**config.mk**
```make
export PLATFORM = sky130hd
export DESIGN_NAME = conv_gauss_flat
export DESIGN_NICKNAME = d
export VERILOG_FILES = /design/src/rtl/conv_gauss_pkg.sv /design/src/rtl/conv_gauss_if.sv /design/src/rtl/gauss3_px.sv /design/src/rtl/conv_gauss.sv /design/src/flat_wrapper.sv
export SDC_FILE = /design/constraint.sdc
export NUM_CORES = 1
export LEC_CHECK = 0
export ABC_AREA = 0
export CORE_MARGIN = 2
export CORE_UTILIZATION = 55
export CTS_BUF_LIST = sky130_fd_sc_hd__clkbuf_4
export DETAILED_ROUTE_END_ITERATION = 6
export GPL_TIMING_DRIVEN = 0
export PLACE_DENSITY_LB_ADDON = 0.2
export SYNTH_ARGS = -nofsm -noshare
export SYNTH_HDL_FRONTEND = slang
export SYNTH_HIERARCHICAL = 1
export SYNTH_SLANG_ARGS = --single-unit
```
**constraint.sdc**
```tcl
create_clock -name aclk -period 9.2 [get_ports aclk]
set_input_delay 1.84 -clock aclk [delete_from_list [all_inputs] [get_ports aclk]]
set_output_delay 1.84 -clock aclk [all_outputs]
set_load 0.02 [all_outputs]
```
**src/rtl/conv_gauss_pkg.sv**
```systemverilog
// Shared widths and pixel/word types for the 1x3 Gaussian smoothing stage.
package conv_gauss_pkg;

  localparam int unsigned PIXEL_WIDTH     = 8;
  localparam int unsigned PIXELS_PER_WORD = 16;
  localparam int unsigned WORD_WIDTH      = PIXEL_WIDTH * PIXELS_PER_WORD;

  typedef logic [PIXEL_WIDTH-1:0] pixel_t;
  typedef logic [WORD_WIDTH-1:0]  word_t;

endpackage

```
**src/rtl/conv_gauss_if.sv**
```systemverilog
// Data path bundle between the stream producer and the smoothing stage.
interface conv_gauss_if;
  import conv_gauss_pkg::*;

  logic  stall;
  word_t din;
  word_t dout;

  modport master (
    output stall,
    output din,
    input  dout
  );

  modport slave (
    input  stall,
    input  din,
    output dout
  );

endinterface

```
**src/rtl/gauss3_px.sv**
```systemverilog
// Single-pixel [1 2 1]/4 kernel with round-half-up; the result always fits in 8 bits.
module gauss3_px
  import conv_gauss_pkg::*;
(
  input  pixel_t l_i,
  input  pixel_t c_i,
  input  pixel_t r_i,
  output pixel_t y_o
);

  logic [PIXEL_WIDTH+1:0] sum;
  logic [1:0]             unused_frac;

  assign sum = {2'b00, l_i} + {1'b0, c_i, 1'b0} + {2'b00, r_i} + (PIXEL_WIDTH+2)'(2);
  assign {y_o, unused_frac} = sum;

endmodule

```
**src/rtl/conv_gauss.sv**
```systemverilog
// Streaming 1x3 horizontal Gaussian filter over 16-pixel words, two-beat latency,
// single stall input that freezes every register.
module conv_gauss
  import conv_gauss_pkg::*;
#(
  parameter int unsigned IMAGE_WIDTH = 512
) (
  input logic         aclk,
  input logic         aresetn,
  conv_gauss_if.slave bus
);

  localparam int unsigned WORDS_PER_ROW = IMAGE_WIDTH / PIXELS_PER_WORD;
  localparam int unsigned ColW = (WORDS_PER_ROW > 1) ? $clog2(WORDS_PER_ROW) : 1;
  localparam logic [ColW-1:0] LastCol = ColW'(WORDS_PER_ROW - 1);

  word_t          cur_q;
  pixel_t         pl_q;
  logic [ColW-1:0] col_q, col_d;
  logic [ColW-1:0] cur_col;
  word_t          dout_q, dout_d;

  pixel_t ctr_px   [PIXELS_PER_WORD];
  pixel_t left_px  [PIXELS_PER_WORD];
  pixel_t right_px [PIXELS_PER_WORD];

  // col_q counts the column of the next incoming word; cur sits one column behind.
  // After reset col_q=0, so the first real word lands in column 0.
  always_comb begin
    col_d   = (col_q == LastCol) ? '0 : col_q + ColW'(1);
    cur_col = (col_q == '0) ? LastCol : col_q - ColW'(1);
  end

  // Gather the three taps per pixel, replicating at row edges.
  always_comb begin
    for (int j = 0; j < PIXELS_PER_WORD; j++) begin
      ctr_px[j] = cur_q[j*PIXEL_WIDTH +: PIXEL_WIDTH];
    end
    for (int j = 1; j < PIXELS_PER_WORD; j++) begin
      left_px[j] = ctr_px[j-1];
    end
    left_px[0] = (cur_col == '0) ? ctr_px[0] : pl_q;
    for (int j = 0; j < PIXELS_PER_WORD - 1; j++) begin
      right_px[j] = ctr_px[j+1];
    end
    right_px[PIXELS_PER_WORD-1] = (cur_col == LastCol) ? ctr_px[PIXELS_PER_WORD-1]
                                                       : bus.din[PIXEL_WIDTH-1:0];
  end

  for (genvar g = 0; g < PIXELS_PER_WORD; g++) begin : g_px
    gauss3_px u_px (
      .l_i (left_px[g]),
      .c_i (ctr_px[g]),
      .r_i (right_px[g]),
      .y_o (dout_d[g*PIXEL_WIDTH +: PIXEL_WIDTH])
    );
  end

  // Pipeline registers: reset beats stall, stall freezes everything.
  always_ff @(posedge aclk) begin
    if (!aresetn) begin
      cur_q  <= '0;
      pl_q   <= '0;
      col_q  <= '0;
      dout_q <= '0;
    end else if (!bus.stall) begin
      cur_q  <= bus.din;
      pl_q   <= cur_q[WORD_WIDTH-1 -: PIXEL_WIDTH];
      col_q  <= col_d;
      dout_q <= dout_d;
    end
  end

  assign bus.dout = dout_q;

endmodule

```
**src/flat_wrapper.sv**
```systemverilog
// flat-port wrapper written by rule: the top's interface ports become plain ports
module conv_gauss_flat import conv_gauss_pkg::*;
#(
  parameter int unsigned IMAGE_WIDTH = 512
)
  (aclk, aresetn, bus_stall, bus_din, bus_dout);
  conv_gauss_if bus_i ();
  input logic aclk;
  input logic aresetn;
  input wire logic [$bits(bus_i.stall)-1:0] bus_stall;
  input wire logic [$bits(bus_i.din)-1:0] bus_din;
  output wire logic [$bits(bus_i.dout)-1:0] bus_dout;
  assign bus_i.stall = bus_stall;
  assign bus_i.din = bus_din;
  assign bus_dout = bus_i.dout;
  conv_gauss #(.IMAGE_WIDTH(IMAGE_WIDTH)) u_core (.aclk(aclk), .aresetn(aresetn), .bus(bus_i));
endmodule
```
**Word-level counts from Yosys, hierarchy flattened**

Index checks and enable logic that the tools add are counted.

- Add/subtract/negate cells: 50
- Equal/unequal tests: 2
- Mux-type cells: 4
- Reduce and logical (&&, ||, !) cells: 2

Operators by type and width:

| kind | count |
|---|---|
| $add A10 B2 Y10 const B | 16 |
| $add A10 B8 Y10 | 16 |
| $add A8 B9 Y10 | 16 |
| $mux W8 | 2 |
| $eq A5 B5 Y1 const B | 2 |
| $logic_not A5 Y1 | 2 |
| $mux W5 | 2 |
| $add A5 B1 Y5 const B | 1 |
| $sub A5 B1 Y5 const B | 1 |

- Register bits: 269
- Input bits: 131
- Word-level logic and storage cells: 62

**Depth between registers and ports, before layout**

Gate-level depths: netlist of run 1.

- Word-level depth: 7
- Depth in mapped cells: 16

**Hierarchy**

The synthesis of run 1 kept the hierarchy.

By module, submodules not included:

| module | times used | cells an instance | area an instance (µm²) | seq. area each (µm²) |
|---|---|---|---|---|
| conv_gauss | 1 | 911 | 10,446.3 | 5,385.2 |
| gauss3_px at u_core.g_px[15].u_px ... | 10 | 56 | 476.7 | 0.0 |
| gauss3_px at u_core.g_px[0].u_px ... | 6 | 57 | 478.0 | 0.0 |

**Worst setup path before layout of run 1**

OpenSTA, ideal clock, no wires.

- Kind: input port to flip-flop
- Start: input port bus_din[4]
- End: register u_core.dout_q[125], in the netlist u_core/bus.dout[125]
- Setup time: 116 ps
- Data arrival time: 3,626 ps
- Required time: 9,084 ps
- Setup slack: 5,458 ps
- Stages: 9
- Buffers on the path: 0
- Cell sequence: mux2_4 fa_1 ha_1 a21oi_1 a2bb2oi_1 nand3_1 o211a_1 mux2i_1 nor2b_1

- Cells in the longest elaborated chain, start to end: 3

Ends and longest elaborated chain:

| what | RTL line | RTL |
|---|---|---|
| start: declaration | flat_wrapper.sv:11 | `input wire logic [$bits(bus_i.din)-1:0] bus_din;` |
| $mux W8 | conv_gauss.sv:46 | `right_px[PIXELS_PER_WORD-1] = (cur_col == LastCol) ? ctr_px[PIXELS_PER_WORD-1]` |
| $add A10 B8 Y10 | gauss3_px.sv:14 | `assign sum = {2'b00, l_i} + {1'b0, c_i, 1'b0} + {2'b00, r_i} + (PIXEL_WIDTH+2)'(2);` |
| $add A10 B2 Y10 | gauss3_px.sv:14 |  |
| net u_core.dout_d[125] | conv_gauss.sv:21 | `word_t dout_q, dout_d;` |
| end signal: assignment | conv_gauss.sv:70 | `dout_q <= dout_d;` |
| end: declaration | conv_gauss.sv:21 |  |

The timed path passes the listed nets, and every way through them passes these cells.
A chain may end at the register's enable or synchronous reset.

==> results of run 1 <==
[final cells by class]
| class | instances | share of cell area [%] |
|---|---|---|
| antenna | 1 | 0.0113 |
| buffer | 62 | 1.24 |
| clock buffer | 108 | 3.66 |
| clock inverter | 24 | 0.649 |
| inverter | 67 | 1.14 |
| multi-input combinational | 1415 | 54.9 |
| sequential | 269 | 24.3 |
| tap | 442 | 2.50 |
| timing repair buffer | 256 | 11.6 |
[worst paths after layout]
kind | slack, ns | endpoint | start | cells after the start
setup / recovery | 5.28 | u_core/bus.dout[5] | u_core/col_q[0] | 14
hold / removal | 0.52 | u_core/bus.dout[77] | u_core/bus.dout[77] | 2
setup reg to reg | 5.28 | u_core/bus.dout[5] | u_core/col_q[0] | 14
hold reg to reg | 0.52 | u_core/bus.dout[77] | u_core/bus.dout[77] | 2
[layer usage]
metal / GRT usage (%) / wire [um] / part of all wire [%]
met1: 36.1 / 21200 / 45
met2: 47.2 / 22400 / 47
met3: 4.86 / 2590 / 5.5
met4: 10.1 / 1180 / 2.5
met5: 0 / 0 / 0
[cell usage after synthesis (4+ instances only)]
master,instances
a211oi_1,10
a211oi_2,17
a21boi_0,18
a21o_1,26
a21oi_1,56
a2bb2oi_1,16
and2_1,16
buf_2,27
clkbuf_1,33
dfxtp_1,269
fa_1,96
ha_1,147
inv_1,67
mux2_2,12
mux2_4,4
mux2i_1,265
nand2_1,32
nand2b_1,17
nand3_1,64
nand4_1,18
nor2_1,113
nor2b_1,273
nor3_1,24
nor3b_1,17
o211a_1,16
o211ai_1,16
o21ai_0,34
o21ai_2,16
or3_1,16
xnor2_1,55
xor2_1,10
[tightest hold or removal path: cells and delay by family, from the launching register on]
family,cells,cell delay [ns]
DFF,1,0.32
and+or+nand+nor,1,0.10
muxes,1,0.07
[where the power goes]
group          internal (mW)  leakage [nW]  switching [mW]
Combinational          0.557          7.16           0.608
Sequential              1.27          2.21           0.107
Clock                  0.594         0.567           0.525
Total                   2.42          9.94            1.24
[sequential cells by signal (all words and copies together) (netlist names)]
name / cells
u_core/cur_q: 128
u_core/col_q: 5
u_core/bus.dout: 128
u_core/pl_q: 8
[cell families (layout without fill, tap and decap cells)]
group / count (synthesis) / in the layout / share of synthesized area (%)
simple gates: 597 / 597 / 18.3
mux: 281 / 281 / 15.7
flops: 269 / 269 / 29.8
fa+ha+maj: 243 / 243 / 20.8
compound gates: 229 / 229 / 9.35
buf+inv: 129 / 517 / 2.91
xor+xnor: 65 / 65 / 3.15
other cells: 0 / 1 / 0
==> metrics.yaml, run 1 <==
layout:
  final_util_pct: 68.3
  stdcell_count: 2644
  regArea_mm2: 0.00539
  drive_above_1_share_pct: 8.81
  final_cell_mix: "nor2b_1, dfxtp_1, mux2i_1"
  syn2layout_area_growth_pct: 22.5
  fin_nets: 2522
  layout_commonest_cell: "nor2b_1"
  multiInputGateArea_mm2: 0.0122
  stdcell_area_mm2: 0.0222
  fill_cells: 2648
worst_setup_path:
  crit_top_cell: "ha_1"
  arrival_ns: 4.53
  required_ns: 9.81
  worstPathCellList: "inv_1, ha_1, or2b_1, a211oi_2, nor3_4, mux2_2, fa_1, ha_1, a21oi_1, a2bb2oi_1, nand3_1, o211a_1, mux2i_1, nor2b_1"
  worst-path-max-fanout: 9
  slowest_delay_ns: 0.54
  cp-start-kind: "flop"
  worst_setup_path_end_kind: "flop"
  crit_family: "adder cells"
  critPathKind: "reg2reg"
  cp_slowest_cell: "dfxtp_1"
  worst-path-buf-inv: 1
synthesis:
  synth.top_cell.area_share_pct: 29.8
  syn_avg_cell_area_um2: 9.97
  synth_edf_count: 0
  synthArstFlopShare_pct: 0
  netlist_area_mm2: 0.0181
  synth_cells: 1813
  synth.area.top_cells: "dfxtp_1, mux2i_1, fa_1"
  yosysUniqueCellTypes: 44
  syn-num-nets: 2187
  ys.flop_type: "dfxtp_1"
  ys_ff_latch: 269
  ys_seq_area_share_pct: 29.8
  synth_largest_area_cell: "dfxtp_1"
  ys_warn_count: 6
routing:
  drc: 0
  finalWirelength_mm: 47.4
  antenna_left: 0
  wl_per_cell_um: 17.9
  vias_per_cell: 5.41
  vias: 14300
  drt_first_pass_iters: 5
  drt_iter0_drc: 712
global_routing:
  gr-total-overflow: 0
  grt_pass1_vias: 14600
  grt_pass1_wl_mm: 75.3
  antenna_found_initial: 2
  track_usage_pct: 28.0
  grt_max_degree: 11
sta:
  fin_skew_ns: 0.0460
  fmaxAchievable_ghz: 0.255
  setup_ws_ns: 5.28
  tightest_slew_ns: 1.29
  setup_viol: 0
  grt_setup_unrepaired: "no"
  fin_crit_ns: 3.92
  hold_viol: 0
  post-route-period-util_pct: 42.6
  slew_violations: 0
  fin_tns_setup_ns: 0
  holdWs_ns: 0.517
  slew_headroom_pct: 14.0
floorplan:
  rows: 66
  die_w_um: 185
  dieHeight_um: 185
  ioPinCount: 259
  core_mm2: 0.0325
  die-area_mm2: 0.0343
  start_util_pct: 55.7
clock_network:
  cts_resized: 0
  cts.htree.levels: 3
  cts.sinks: 269
  clock_latency_ns: 0.75
  root_buffer: "clkbuf_4"
  clk_pin_slew_ns: 0.06
  numCtsBuffers: 77
  tritoncts: "done"
  cts_setup_buffers: 0
  cts_hold_buf: 0
  clk_path_buf_depth: 3
outcome:
  status: "completed"
pwr:
  vdd_drop_max_mv: 0.104
  p_leak_nw: 9.94
  powerDensity_mw_per_mm2: 165
  power_mw: 3.66
placed_design:
  gp_congestion: 0.902
  place.detailed.hpwl_mm: 37.2
  port_buffers: 256
  dp_slack_ns: 4.69
  placed_cell_area_mm2: 0.0212
  dp_cells: 2511
run:
  max-cap-violations: 0
min_path:
  hold_path_class: "reg2reg"
Power figures use the tool's default switching activity.
==> inputs of run 2 (changes only) <==
==> constraint.sdc (replaced) <==
create_clock -name aclk -period 3.75 [get_ports aclk]
set_input_delay 0.75 -clock aclk [delete_from_list [all_inputs] [get_ports aclk]]
set_output_delay 0.75 -clock aclk [all_outputs]
set_load 0.02 [all_outputs]
==> run 2 against run 1 <==
Net effect:
- clock power grew 150%
- worst setup slack lost 5.2 ns
- first-iteration DRC count grew 5.8%
- total power grew 150%
- wire length grew 0.75%
- final cell count grew 0.19%
- via count grew 0.52%
- non-clock buffer count grew 5
- register-to-register slack lost 5.2 ns
- largest cell class unchanged
- highest routed layer unchanged
==> metrics.yaml, run 2 (synthesized netlist as in run 1, its figures left out) <==
outcome:
  status: "completed"
worst_setup_path:
  cp-start-kind: "flop"
  worstPathCellList: "inv_1, ha_1, nand2b_1, a2111oi_4, o22ai_4, mux2_2, fa_1, ha_1, o21ai_4, nor3_1, nor2_1, xnor2_1, mux2i_1, nor2b_1"
  slowest_delay_ns: 0.45
  cp_slowest_cell: "fa_1"
  crit_top_cell: "ha_1"
  arrival_ns: 4.31
  worst_setup_path_end_kind: "flop"
  required_ns: 4.43
  critPathKind: "reg2reg"
  worst-path-max-fanout: 9
routing:
  wl_met1_mm: 21.4
  vias: 14400
  antenna_left: 0
  finalWirelength_mm: 47.7
  drc: 0
  met3_length_mm: 2.53
  route.met2.wl_mm: 22.5
  wl_per_cell_um: 18.0
  top_layer: "met4"
  drt_iter0_drc: 753
  drt_first_pass_iters: 5
  vias_per_cell: 5.43
run:
  max-cap-violations: 0
clock_network:
  cts.htree.levels: 3
  numCtsBuffers: 77
  clock_latency_ns: 0.75
  clk_path_buf_depth: 3
  tritoncts: "done"
  cts_hold_buf: 0
  cts.sinks: 269
  clk_pin_slew_ns: 0.07
  root_buffer: "clkbuf_4"
sta:
  setup_ws_ns: 0.120
  fin_skew_ns: 0.0372
  hold_viol: 0
  slew_headroom_pct: 14.9
  post-route-period-util_pct: 96.8
  fmaxAchievable_ghz: 0.275
  fin_crit_ns: 3.63
  tightest_slew_ns: 1.28
  slew_violations: 0
  setup_viol: 0
global_routing:
  grt_pass1_vias: 14700
  grt_max_degree: 11
  track_usage_pct: 28.1
  antenna_found_initial: 2
  gr-total-overflow: 0
  grt_pass1_wl_mm: 75.4
placed_design:
  placed_cell_area_mm2: 0.0212
  port_buffers: 256
  dp_slack_ns: -0.143
  gp_congestion: 0.902
  place.detailed.hpwl_mm: 37.2
layout:
  drive_above_1_share_pct: 9.75
  stdcell_area_mm2: 0.0223
  syn2layout_area_growth_pct: 23.4
  layout_commonest_cell: "nor2b_1"
  final_cell_mix: "nor2b_1, dfxtp_1, mux2i_1"
  fin_nets: 2527
floorplan:
  start_util_pct: 55.7
  core_mm2: 0.0325
  die-area_mm2: 0.0343
  die_w_um: 185
  rows: 66
  dieHeight_um: 185
  ioPinCount: 259
pwr:
  vdd_drop_max_mv: 0.255
  powerDensity_mw_per_mm2: 405
  p_leak_nw: 9.97
min_path:
  hold_path_class: "reg2reg"
-- run 2: cell count changes in the layout (fill, tap and decap cells not counted), moves of 3 or more --
cell	before	now
a211oi_4	0	3
ha_1	147	139
a211oi_2	17	14
ha_2	0	4
buf_4	0	5
ha_4	0	4
-- run 2: power by group --
| part | switching, mW | leakage [nW] | total [mW] | internal, mW |
|---|---|---|---|---|
| registers | 0.265 | 2.21 | 3.37 | 3.11 |
| clock network | 1.29 | 0.567 | 2.75 | 1.46 |
| logic | 1.51 | 7.19 | 2.91 | 1.40 |
| total | 3.07 | 9.97 | 9.04 | 5.96 |
-- run 2: worst paths after layout --
kind / startpoint / end / slack (ns) / cells after the start
setup / recovery: u_core/col_q[0] / u_core/bus.dout[126] / 0.12 / 14
hold / removal: u_core/bus.dout[77] / u_core/bus.dout[77] / 0.52 / 2
setup reg to reg: u_core/col_q[0] / u_core/bus.dout[126] / 0.12 / 14
hold reg to reg: u_core/bus.dout[77] / u_core/bus.dout[77] / 0.52 / 2
-- run 2: critical path: cells and delay by family (launching register included) --
family | cells | cell delay (ns)
adder cells (fa/ha/maj) | 3 | 1.09
AO/OA/AOI/OAI | 3 | 0.70
AND/OR/NAND/NOR | 4 | 0.63
multiplexers | 2 | 0.45
flip-flops | 1 | 0.41
XOR/XNOR | 1 | 0.26
buffers and inverters | 1 | 0.06
-- run 2: cell type report --
cell class              count  area [um^2]
flip-flops and latches    269         5390
well taps                 442          553
inverters                  67          251
plain buffers              62          274
clock buffers             108          811
clock inverters            24          144
repair buffers            261         2600
diodes                      1         2.50
multi-input cells        1415        12300
fillers                  2630        10100
-- run 2: repair_timing --
action	CTS	global route
hold endpoints to repair	0	0
buffers inserted	2	3
setup endpoints to repair	8	11
gates resized for setup	2	22
pin swaps	1	6
gates cloned	0	0
-- run 2: per-stage QoR --
| step | TNS (ns) | cells | util (%) | power, mW | hold WS (ns) |
|---|---|---|---|---|---|
| CTS | 0 | 2645 | 68.3 | 9.07 | 0.521 |
| floorplan | 0 | 1813 | - | 5.28 | 0.482 |
| global route | -0.0506 | 2649 | 68.8 | 9.59 | 0.546 |
| finish | 0 | 2649 | 68.8 | 9.04 | 0.517 |
| detailed placement | -0.596 | 2511 | 65.3 | 6.26 | 0.507 |
| global placement | -0.257 | 2511 | 65.3 | 6.20 | 0.498 |
-- run 2: routing by layer --
layer	track usage, %	vias up
met5	0	-
met4	10.4	0
met3	4.86	86
met2	47.1	412
met1	36.1	6840
li1	-	7033
